==> config.mk <==
export PLATFORM = sky130hd
export DESIGN_NAME = dmem_lsu_flat
export DESIGN_NICKNAME = d
export VERILOG_FILES = /design/src/rtl/dmem_lsu_if.sv /design/src/rtl/dmem_lsu.sv /design/src/flat_wrapper.sv
export SDC_FILE = /design/constraint.sdc
export NUM_CORES = 1
export LEC_CHECK = 0
export BUFFER_PORTS_ARGS = -buffer_cell sky130_fd_sc_hd__buf_2
export CAP_MARGIN = 10
export CELL_PAD_IN_SITES_DETAIL_PLACEMENT = 0
export CELL_PAD_IN_SITES_GLOBAL_PLACEMENT = 1
export CORE_MARGIN = 8
export CORE_UTILIZATION = 39
export CTS_CLUSTER_DIAMETER = 150
export CTS_CLUSTER_SIZE = 25
export DETAILED_ROUTE_END_ITERATION = 12
export PLACE_DENSITY = 0.88
export SLEW_MARGIN = 20
export SYNTH_ARGS = -nofsm -noshare
export SYNTH_HDL_FRONTEND = slang
export SYNTH_SLANG_ARGS = --single-unit
==> constraint.sdc <==
create_clock -name clk -period 2.4 [get_ports clk]
set_input_delay 0.12 -clock clk [delete_from_list [all_inputs] [get_ports clk]]
set_output_delay 0.12 -clock clk [all_outputs]
set_load 0.03 [all_outputs]
==> src/rtl/dmem_lsu_if.sv <==
// rtl/dmem_lsu_if.sv - CPU request/response and data_mem port bundle for the LSU
interface dmem_lsu_if;
  logic        req_valid_i;
  logic        req_ready_o;
  logic        req_we_i;
  logic [1:0]  req_size_i;
  logic        req_unsigned_i;
  logic [31:0] req_addr_i;
  logic [31:0] req_wdata_i;
  logic        resp_valid_o;
  logic [31:0] resp_rdata_o;
  logic        resp_err_o;
  logic [31:0] addr_dmem_ram_o;
  logic [31:0] wr_data_dmem_ram_o;
  logic        wr_en_dmem_ram_o;
  logic [31:0] read_data_dmem_ram_i;

  modport slave (
    input  req_valid_i, req_we_i, req_size_i, req_unsigned_i, req_addr_i, req_wdata_i,
    input  read_data_dmem_ram_i,
    output req_ready_o, resp_valid_o, resp_rdata_o, resp_err_o,
    output addr_dmem_ram_o, wr_data_dmem_ram_o, wr_en_dmem_ram_o
  );

  modport master (
    output req_valid_i, req_we_i, req_size_i, req_unsigned_i, req_addr_i, req_wdata_i,
    output read_data_dmem_ram_i,
    input  req_ready_o, resp_valid_o, resp_rdata_o, resp_err_o,
    input  addr_dmem_ram_o, wr_data_dmem_ram_o, wr_en_dmem_ram_o
  );
endinterface

==> src/rtl/dmem_lsu.sv <==
// rtl/dmem_lsu.sv - byte/half/word load-store unit with read-modify-write sub-word stores
module dmem_lsu #(
  parameter int unsigned MEM_WORDS = 1024
) (
  input logic       clk,
  input logic       rst_n,
  dmem_lsu_if.slave bus
);

  localparam logic [2:0] S_IDLE  = 3'd0;
  localparam logic [2:0] S_LOAD  = 3'd1;
  localparam logic [2:0] S_MERGE = 3'd2;
  localparam logic [2:0] S_WRITE = 3'd3;
  localparam logic [2:0] S_RESP  = 3'd4;

  logic [2:0]  state;
  logic [31:0] addr_q;
  logic [31:0] wdata_q;
  logic [31:0] data_q;
  logic [1:0]  size_q;
  logic        we_q;
  logic        uns_q;
  logic        err_q;

  logic        accept;
  logic        req_err;
  logic [31:0] req_widx;
  logic [7:0]  byte_lane;
  logic [15:0] half_lane;
  logic [31:0] load_val;
  logic [31:0] lane_mask;
  logic [31:0] lane_ins;
  logic [31:0] merged;
  logic [4:0]  lane_shift;

  assign accept   = bus.req_valid_i && (state == S_IDLE);
  assign req_widx = {2'b00, bus.req_addr_i[31:2]};

  always_comb begin
    req_err = 1'b0;
    if (bus.req_size_i == 2'd3)
      req_err = 1'b1;
    else if (bus.req_size_i == 2'd1 && bus.req_addr_i[0])
      req_err = 1'b1;
    else if (bus.req_size_i == 2'd2 && bus.req_addr_i[1:0] != 2'b00)
      req_err = 1'b1;
    else if (req_widx >= MEM_WORDS)
      req_err = 1'b1;
  end

  // Little-endian lane selection from the combinational read word.
  always_comb begin
    byte_lane = 8'h00;
    case (addr_q[1:0])
      2'd0: byte_lane = bus.read_data_dmem_ram_i[7:0];
      2'd1: byte_lane = bus.read_data_dmem_ram_i[15:8];
      2'd2: byte_lane = bus.read_data_dmem_ram_i[23:16];
      default: byte_lane = bus.read_data_dmem_ram_i[31:24];
    endcase
  end

  assign half_lane = addr_q[1] ? bus.read_data_dmem_ram_i[31:16] : bus.read_data_dmem_ram_i[15:0];

  always_comb begin
    load_val = bus.read_data_dmem_ram_i;
    case (size_q)
      2'd0: load_val = {{24{~uns_q & byte_lane[7]}}, byte_lane};
      2'd1: load_val = {{16{~uns_q & half_lane[15]}}, half_lane};
      default: load_val = bus.read_data_dmem_ram_i;
    endcase
  end

  assign lane_shift = {addr_q[1:0], 3'b000};
  assign lane_mask  = ((size_q == 2'd0) ? 32'h0000_00FF : 32'h0000_FFFF) << lane_shift;
  assign lane_ins   = (wdata_q << lane_shift) & lane_mask;
  assign merged     = (bus.read_data_dmem_ram_i & ~lane_mask) | lane_ins;

  always_ff @(posedge clk or negedge rst_n) begin
    if (!rst_n) begin
      state   <= S_IDLE;
      addr_q  <= 32'h0;
      wdata_q <= 32'h0;
      data_q  <= 32'h0;
      size_q  <= 2'd0;
      we_q    <= 1'b0;
      uns_q   <= 1'b0;
      err_q   <= 1'b0;
    end else begin
      case (state)
        S_IDLE: begin
          if (accept) begin
            addr_q  <= bus.req_addr_i;
            wdata_q <= bus.req_wdata_i;
            size_q  <= bus.req_size_i;
            we_q    <= bus.req_we_i;
            uns_q   <= bus.req_unsigned_i;
            data_q  <= 32'h0;
            err_q   <= req_err;
            if (req_err)
              state <= S_RESP;
            else if (!bus.req_we_i)
              state <= S_LOAD;
            else if (bus.req_size_i == 2'd2)
              state <= S_WRITE;
            else
              state <= S_MERGE;
          end
        end
        S_LOAD: begin
          data_q <= load_val;
          state  <= S_RESP;
        end
        S_MERGE: begin
          data_q <= merged;
          state  <= S_WRITE;
        end
        S_WRITE: begin
          // Store responses carry no data, so drop the merged word here.
          data_q <= 32'h0;
          state  <= S_RESP;
        end
        S_RESP: begin
          err_q <= 1'b0;
          state <= S_IDLE;
        end
        default: state <= S_IDLE;
      endcase
    end
  end

  assign bus.req_ready_o        = (state == S_IDLE);
  assign bus.addr_dmem_ram_o    = (state != S_IDLE) ? {2'b00, addr_q[31:2]} : 32'h0;
  assign bus.wr_en_dmem_ram_o   = (state == S_WRITE);
  assign bus.wr_data_dmem_ram_o = (state != S_WRITE) ? 32'h0 :
                                  (size_q == 2'd2) ? wdata_q : data_q;
  assign bus.resp_valid_o       = (state == S_RESP);
  assign bus.resp_rdata_o       = (state == S_RESP) ? data_q : 32'h0;
  assign bus.resp_err_o         = (state == S_RESP) && err_q;

  logic unused_we;
  assign unused_we = we_q;

endmodule

==> src/flat_wrapper.sv <==
// flat-port wrapper written by rule: the top's interface ports become plain ports
module dmem_lsu_flat 
#(
  parameter int unsigned MEM_WORDS = 1024
)
  (clk, rst_n, bus_req_valid_i, bus_req_we_i, bus_req_size_i, bus_req_unsigned_i, bus_req_addr_i, bus_req_wdata_i, bus_read_data_dmem_ram_i, bus_req_ready_o, bus_resp_valid_o, bus_resp_rdata_o, bus_resp_err_o, bus_addr_dmem_ram_o, bus_wr_data_dmem_ram_o, bus_wr_en_dmem_ram_o);
  dmem_lsu_if bus_i ();
  input logic clk;
  input logic rst_n;
  input wire logic [$bits(bus_i.req_valid_i)-1:0] bus_req_valid_i;
  input wire logic [$bits(bus_i.req_we_i)-1:0] bus_req_we_i;
  input wire logic [$bits(bus_i.req_size_i)-1:0] bus_req_size_i;
  input wire logic [$bits(bus_i.req_unsigned_i)-1:0] bus_req_unsigned_i;
  input wire logic [$bits(bus_i.req_addr_i)-1:0] bus_req_addr_i;
  input wire logic [$bits(bus_i.req_wdata_i)-1:0] bus_req_wdata_i;
  input wire logic [$bits(bus_i.read_data_dmem_ram_i)-1:0] bus_read_data_dmem_ram_i;
  output wire logic [$bits(bus_i.req_ready_o)-1:0] bus_req_ready_o;
  output wire logic [$bits(bus_i.resp_valid_o)-1:0] bus_resp_valid_o;
  output wire logic [$bits(bus_i.resp_rdata_o)-1:0] bus_resp_rdata_o;
  output wire logic [$bits(bus_i.resp_err_o)-1:0] bus_resp_err_o;
  output wire logic [$bits(bus_i.addr_dmem_ram_o)-1:0] bus_addr_dmem_ram_o;
  output wire logic [$bits(bus_i.wr_data_dmem_ram_o)-1:0] bus_wr_data_dmem_ram_o;
  output wire logic [$bits(bus_i.wr_en_dmem_ram_o)-1:0] bus_wr_en_dmem_ram_o;
  assign bus_i.req_valid_i = bus_req_valid_i;
  assign bus_i.req_we_i = bus_req_we_i;
  assign bus_i.req_size_i = bus_req_size_i;
  assign bus_i.req_unsigned_i = bus_req_unsigned_i;
  assign bus_i.req_addr_i = bus_req_addr_i;
  assign bus_i.req_wdata_i = bus_req_wdata_i;
  assign bus_i.read_data_dmem_ram_i = bus_read_data_dmem_ram_i;
  assign bus_req_ready_o = bus_i.req_ready_o;
  assign bus_resp_valid_o = bus_i.resp_valid_o;
  assign bus_resp_rdata_o = bus_i.resp_rdata_o;
  assign bus_resp_err_o = bus_i.resp_err_o;
  assign bus_addr_dmem_ram_o = bus_i.addr_dmem_ram_o;
  assign bus_wr_data_dmem_ram_o = bus_i.wr_data_dmem_ram_o;
  assign bus_wr_en_dmem_ram_o = bus_i.wr_en_dmem_ram_o;
  dmem_lsu #(.MEM_WORDS(MEM_WORDS)) u_core (.clk(clk), .rst_n(rst_n), .bus(bus_i));
endmodule
======== Word-level counts from Yosys, hierarchy flattened ========
Index checks and enable logic that the tools add are counted.
word-level totals
  register bits ........................... 103
  input port bits ......................... 103
  logic and storage cells ................. 66
operators by class
  order comparisons ....................... 1
  eq/ne operators ......................... 13
  shift operators ......................... 2
  mux-type cells .......................... 21
  bitwise gates (word level) .............. 7
  reduce and logical (&&, ||, !) cells .... 15
operators with widths
  kind                                                                 count
  2-to-1 mux 32 bit                                                    4
  case mux 32 bit (4 select lines)                                     1
  AND 32 bit                                                           2
  case mux 32 bit (2 select lines)                                     1
  << shifter 32 x 5 -> 32 bit                                          2
  2-to-1 mux 16 bit                                                    2
  inverter 32 bit                                                      1
  bitwise OR 32 bit                                                    1
  greater-or-equal comparator 30 x 11 -> 1 bit, second input constant  1
  2-to-1 mux 30 bit                                                    1
  case mux 8 bit (3 select lines)                                      1
  2-to-1 mux 3 bit                                                     3
  case mux 3 bit (3 select lines)                                      1
  equality test 2 bit, second input constant                           4
  equality test 2 x 1 -> 1 bit, second input constant                  3
  equality test 3 x 2 -> 1 bit, second input constant                  2
  2-to-1 mux 1 bit                                                     6
  AND reduction 2 bit                                                  3
  logical AND 1 bit                                                    4
  logical NOT 2 bit                                                    2
  nonzero test 2 bit                                                   2
  nonzero test 4 bit                                                   1
  equality test 3 x 1 -> 1 bit, second input constant                  1
  equality test 3 bit, second input constant                           1
  8 further kinds                                                      9

======== Depth between registers and ports, before layout ========
  word-level depth ........................ 8
  mapped depth ............................ 7

======== Worst setup path before layout ========
OpenSTA, ideal clock, no wires.
  path type ............................... register to output
  start point ............................. register u_core.size_q[0]
  end point ............................... output port bus_wr_data_dmem_ram_o[10]
  data arrival time ....................... 1.792 ns
  required time ........................... 2.280 ns
  setup slack ............................. 0.488 ns
  stages on the path, launching flop included .. 7
  path buffers ............................ 3
  cells stage by stage .................... dfrtp_1 -> buf_4 -> clkbuf_1 -> nor2_1 -> clkbuf_1 -> nand2_1 -> a21oi_1
on the way
  word-level cells in the longest chain between the ends .. 3
RTL lines
  item                    RTL line            text
  from (decl)             dmem_lsu.sv:20      logic [1:0] size_q;
  from (signal assigned)  dmem_lsu.sv:94      size_q <= bus.req_size_i;
  equality test 2 bit     dmem_lsu.sv:135     (size_q == 2'd2) ? wdata_q : data_q;
  2-to-1 mux 32 bit       dmem_lsu.sv:135
  2-to-1 mux 32 bit       dmem_lsu.sv:134     assign bus.wr_data_dmem_ram_o = (state != S_WRITE) ? 32'h0 :
  to (decl)               flat_wrapper.sv:22  output wire logic [$bits(bus_i.wr_data_dmem_ram_o)-1:0] bus_wr_data_dmem_ram_o;
Every way passes these cells.

======== Final worst setup path ========
  start point ............................. register u_core.size_q[0]
  end point ............................... output port bus_wr_data_dmem_ram_o[14]
The elaborated chain is that of the path after synthesis.

==> key figures <==
Status
  • Outcome: finished, final reports clean

Yosys
  • Yosys warning total: 0
  • Mean Syn Cell Area: 9.95 um2
  • Sequential-to-total area share from yosys stat: 40.9%
  • Number of standard cells after synthesis: 633
  • Flip-flop and latch count after synthesis: 103
  • Unique cell type count in the Yosys netlist: 45
  • Post-synth top flop: sky130_fd_sc_hd__dfrtp_1
  • Ys async rst share: 100%
  • Number of synthesized flops with an enable pin: 0
  • Combined area of all synthesized cells: 6300 um2

CTS
  • Clock buffers created by TritonCTS: 9
  • Clock latency on the worst-skew pair: 360 ps
  • H-tree levels: 3
  • Number of sinks on the clock net: 103
  • Setup Buffers After CTS: 0
  • CTS tree: yes
  • Max clock buf depth: 2
  • Clock slew at the register clock pins of the worst setup and hold paths: 70 ps
  • Cell chosen for the clock root: sky130_fd_sc_hd__clkbuf_16

Floorplan
  • Initial standard-cell utilization of the core: 39.8%
  • Width of the die: 143 um
  • Placement Rows: 46
  • Number of ports placed on the die boundary: 203
  • Floorplan die area: 20,500 um2
  • Core footprint: 15,800 um2
  • Die outline height: 143 um

Final layout
  • Most used cells in the layout excluding fill and tap cells: sky130_fd_sc_hd__buf_2 (199), sky130_fd_sc_hd__dfrtp_1 (102), sky130_fd_sc_hd__nand2_1 (79)
  • Fraction of layout instances using a drive strength above 1: 39.7%
  • Area of the multi-input gates: 3360 um2
  • Leading cell type in the layout, fill and taps excluded: sky130_fd_sc_hd__buf_2
  • Post-layout instance area: 8250 um2
  • Number of filler cells placed in the layout: 1,451
  • Final layout net count: 962
  • Total area of sequential cells: 2580 um2
  • Area overhead of the layout relative to synthesis: 30.9%

Detailed routing
  • Average routed wire per standard cell: 18.5 um
  • Iteration-0 DRC Markers: 376
  • Routed WL: 20.0 mm
  • Number of remaining DRC errors: 0
  • Routed vias: 5,685
  • Number of antenna-violating nets in the routed design: 0
  • First-pass DRT Iterations: 5
  • Post-DR vias/cell: 5.25

Critical path
  • Crit end category: output port
  • Slowest cell delay on critical path: 690 ps
  • Series of cell instances along the critical path: nand2b_1 > buf_4 > nand2_1 > a21oi_1 > buf_2
  • Beginning of the worst register-to-register path: u_core.addr_q[0]$_DFFE_PN0P_
  • Critical setup path kind: reg -> out
  • Number of cells traversed by the worst register-to-register path: 5
  • Worst setup path startpoint: u_core.size_q[0]$_DFFE_PN0P_
  • Slowest cell on crit path: sky130_fd_sc_hd__dfrtp_1
  • Endpoint of the worst setup timing path: bus_wr_data_dmem_ram_o[14]
  • RR Endpoint: u_core.data_q[22]$_DFFE_PN0P_
  • Required time at the endpoint of the critical path: 2280 ps
  • Worst Path Arrival: 2120 ps
  • Max Fanout on Critical Path: 24
  • R2R setup slack: 320 ps
  • Nature of the critical path startpoint: register

STA
  • Achievable clock frequency: 447 MHz
  • Unrepaired setup endpoints after global routing: false
  • Max Slew Vio Count: 0
  • Setup violation total in the final timing report: 0
  • Fin crit period: 2240 ps
  • Worst slew margin relative to its limit: 52.5%
  • Worst path setup slack after routing: 163 ps
  • Slew at the pin closest to its max-slew limit: 713 ps
  • Setup Skew: 7.42 ps
  • Final clock period utilization by the worst path: 93.2%
  • Final Hold Violating Endpoints: 0
  • Summed negative setup slack over all endpoints: 0 ps

Power and ir drop
  • Areal power density over the cells: 589 nW/um2
  • Worst supply voltage drop on vdd: 0.338 mV
  • Overall power of the completed layout: 0.00486 W
  • Lkg Pwr: 3.82 nW

Global routing
  • Largest net degree at the start of global routing: 104
  • Via count of the first global-routing pass: 5,795
  • Wire length of the first global-routing pass: 31.6 mm
  • Residual overflow from global routing: 0
  • Initial antenna violation count: 3
  • GRT Overall Usage: 19.7%

Place
  • Placer's final routability congestion estimate: 0.910
  • Post-Place Cell Area: 7470 um2
  • Dpl ws: 359 ps
  • Quantity of I/O buffers inserted on ports: 200
  • Estimated wirelength of the detail-placed design: 14.7 mm

Worst hold path
  • Hold WC Path Type: in -> reg

Flow run
  • # Max-Cap Violations: 0
area by class of cell:
cell class / count / share of cell area, %
clock buffer: 10 / 2.90
timing repair buffer: 271 / 20.4
multi-input combinational: 461 / 40.7
tap: 216 / 3.28
clock inverter: 6 / 0.819
antenna: 2 / 0.0607
sequential: 103 / 31.3
inverter: 13 / 0.592
cells by family after synthesis:
| kind of cell | after synthesis | share of synthesized area [%] |
|---|---|---|
| compound gates | 131 | 16.1 |
| buf+inv | 70 | 6.04 |
| flops | 103 | 40.9 |
| mux | 107 | 18.6 |
| other cells | 1 | 0.0595 |
| simple gates | 221 | 18.3 |
where the power goes:
part | total [W] | leakage [nW] | internal, W | switching (W)
combinational | 0.00123 | 2.41 | 0.000545 | 0.000681
clock | 0.00153 | 0.146 | 0.000843 | 0.000683
sequential | 0.00210 | 1.27 | 0.00192 | 0.000181
total | 0.00485 | 3.82 | 0.00331 | 0.00154
what timing repair did:
item	CTS	global route
hold endpoints to repair	149	0
setup endpoints to repair	0	2
hold buffers	47	0
resized for setup	0	1
worst max-delay path, delay by kind of cell (launching register included):
| kind | cells | cell delay (ps) |
|---|---|---|
| flops | 1 | 690 |
| buf+inv | 2 | 550 |
| simple gates | 2 | 330 |
| compound gates | 1 | 190 |
worst min-delay path by stage:
stage          depth (start not counted)  slack (ps)                             to               start
5_1_grt                                2           7  u_core.addr_q[19]$_DFFE_PN0P_  bus_req_addr_i[19]
2_1_floorplan                          0        -180   u_core.addr_q[0]$_DFFE_PN0P_               rst_n
3_5_place_dp                           2         240  u_core.addr_q[16]$_DFFE_PN0P_               rst_n
6_report                               3          10   u_core.size_q[1]$_DFFE_PN0P_   bus_req_size_i[1]
3_3_place_gp                           2         230  u_core.addr_q[16]$_DFFE_PN0P_               rst_n
4_1_cts                                2           2  u_core.addr_q[19]$_DFFE_PN0P_  bus_req_addr_i[19]
metal layers:
layer,routed length [um],part of all wire [%],vias up,global-route usage (%)
li1,-,-,2722,-
met1,8850,44,2728,25.6
met2,9430,47,200,31.3
met3,1230,6.1,33,3.51
met4,503,2.5,2,8.67
met5,10,0.050,-,0
state kept, by name, indices dropped and copies added (netlist names):
name and count:
u_core.uns_q 1, u_core.state 3, u_core.data_q 32, u_core.wdata_q 32
u_core.err_q 1, u_core.addr_q 32, u_core.size_q 2
Yosys cell counts, types with 7 or more instances:
cell / count / share of area, %
sky130_fd_sc_hd__o2bb2ai_1: 7 / 0.97
sky130_fd_sc_hd__clkbuf_1: 22 / 1.3
sky130_fd_sc_hd__dfrtp_1: 103 / 41
sky130_fd_sc_hd__nand2_1: 79 / 4.7
sky130_fd_sc_hd__nor4_1: 14 / 1.4
sky130_fd_sc_hd__a211oi_1: 9 / 1.1
sky130_fd_sc_hd__o21a_1: 8 / 0.95
sky130_fd_sc_hd__and2_1: 34 / 3.4
sky130_fd_sc_hd__mux2i_1: 29 / 4.6
sky130_fd_sc_hd__buf_2: 13 / 1.0
sky130_fd_sc_hd__a31oi_1: 16 / 1.6
sky130_fd_sc_hd__o221a_2: 8 / 1.4
sky130_fd_sc_hd__a21oi_1: 36 / 2.9
sky130_fd_sc_hd__a221o_1: 32 / 5.1
sky130_fd_sc_hd__nor2_1: 22 / 1.3
sky130_fd_sc_hd__nor2b_1: 33 / 3.3
sky130_fd_sc_hd__inv_1: 13 / 0.77
sky130_fd_sc_hd__nand2b_1: 20 / 2.0
sky130_fd_sc_hd__mux2_2: 77 / 14
sky130_fd_sc_hd__buf_4: 15 / 1.8
metrics by stage:
stage	std cells	hold slack, ps	utilization (%)
after CTS	1080	2.06	52.1
after detailed placement	1017	238	47.2
final	1082	12.3	52.1
after floorplan	634	-176	-
after global placement	1017	232	47.2
after global routing	1082	6.81	52.1
No activity file was read; power rests on OpenSTA's default activity.
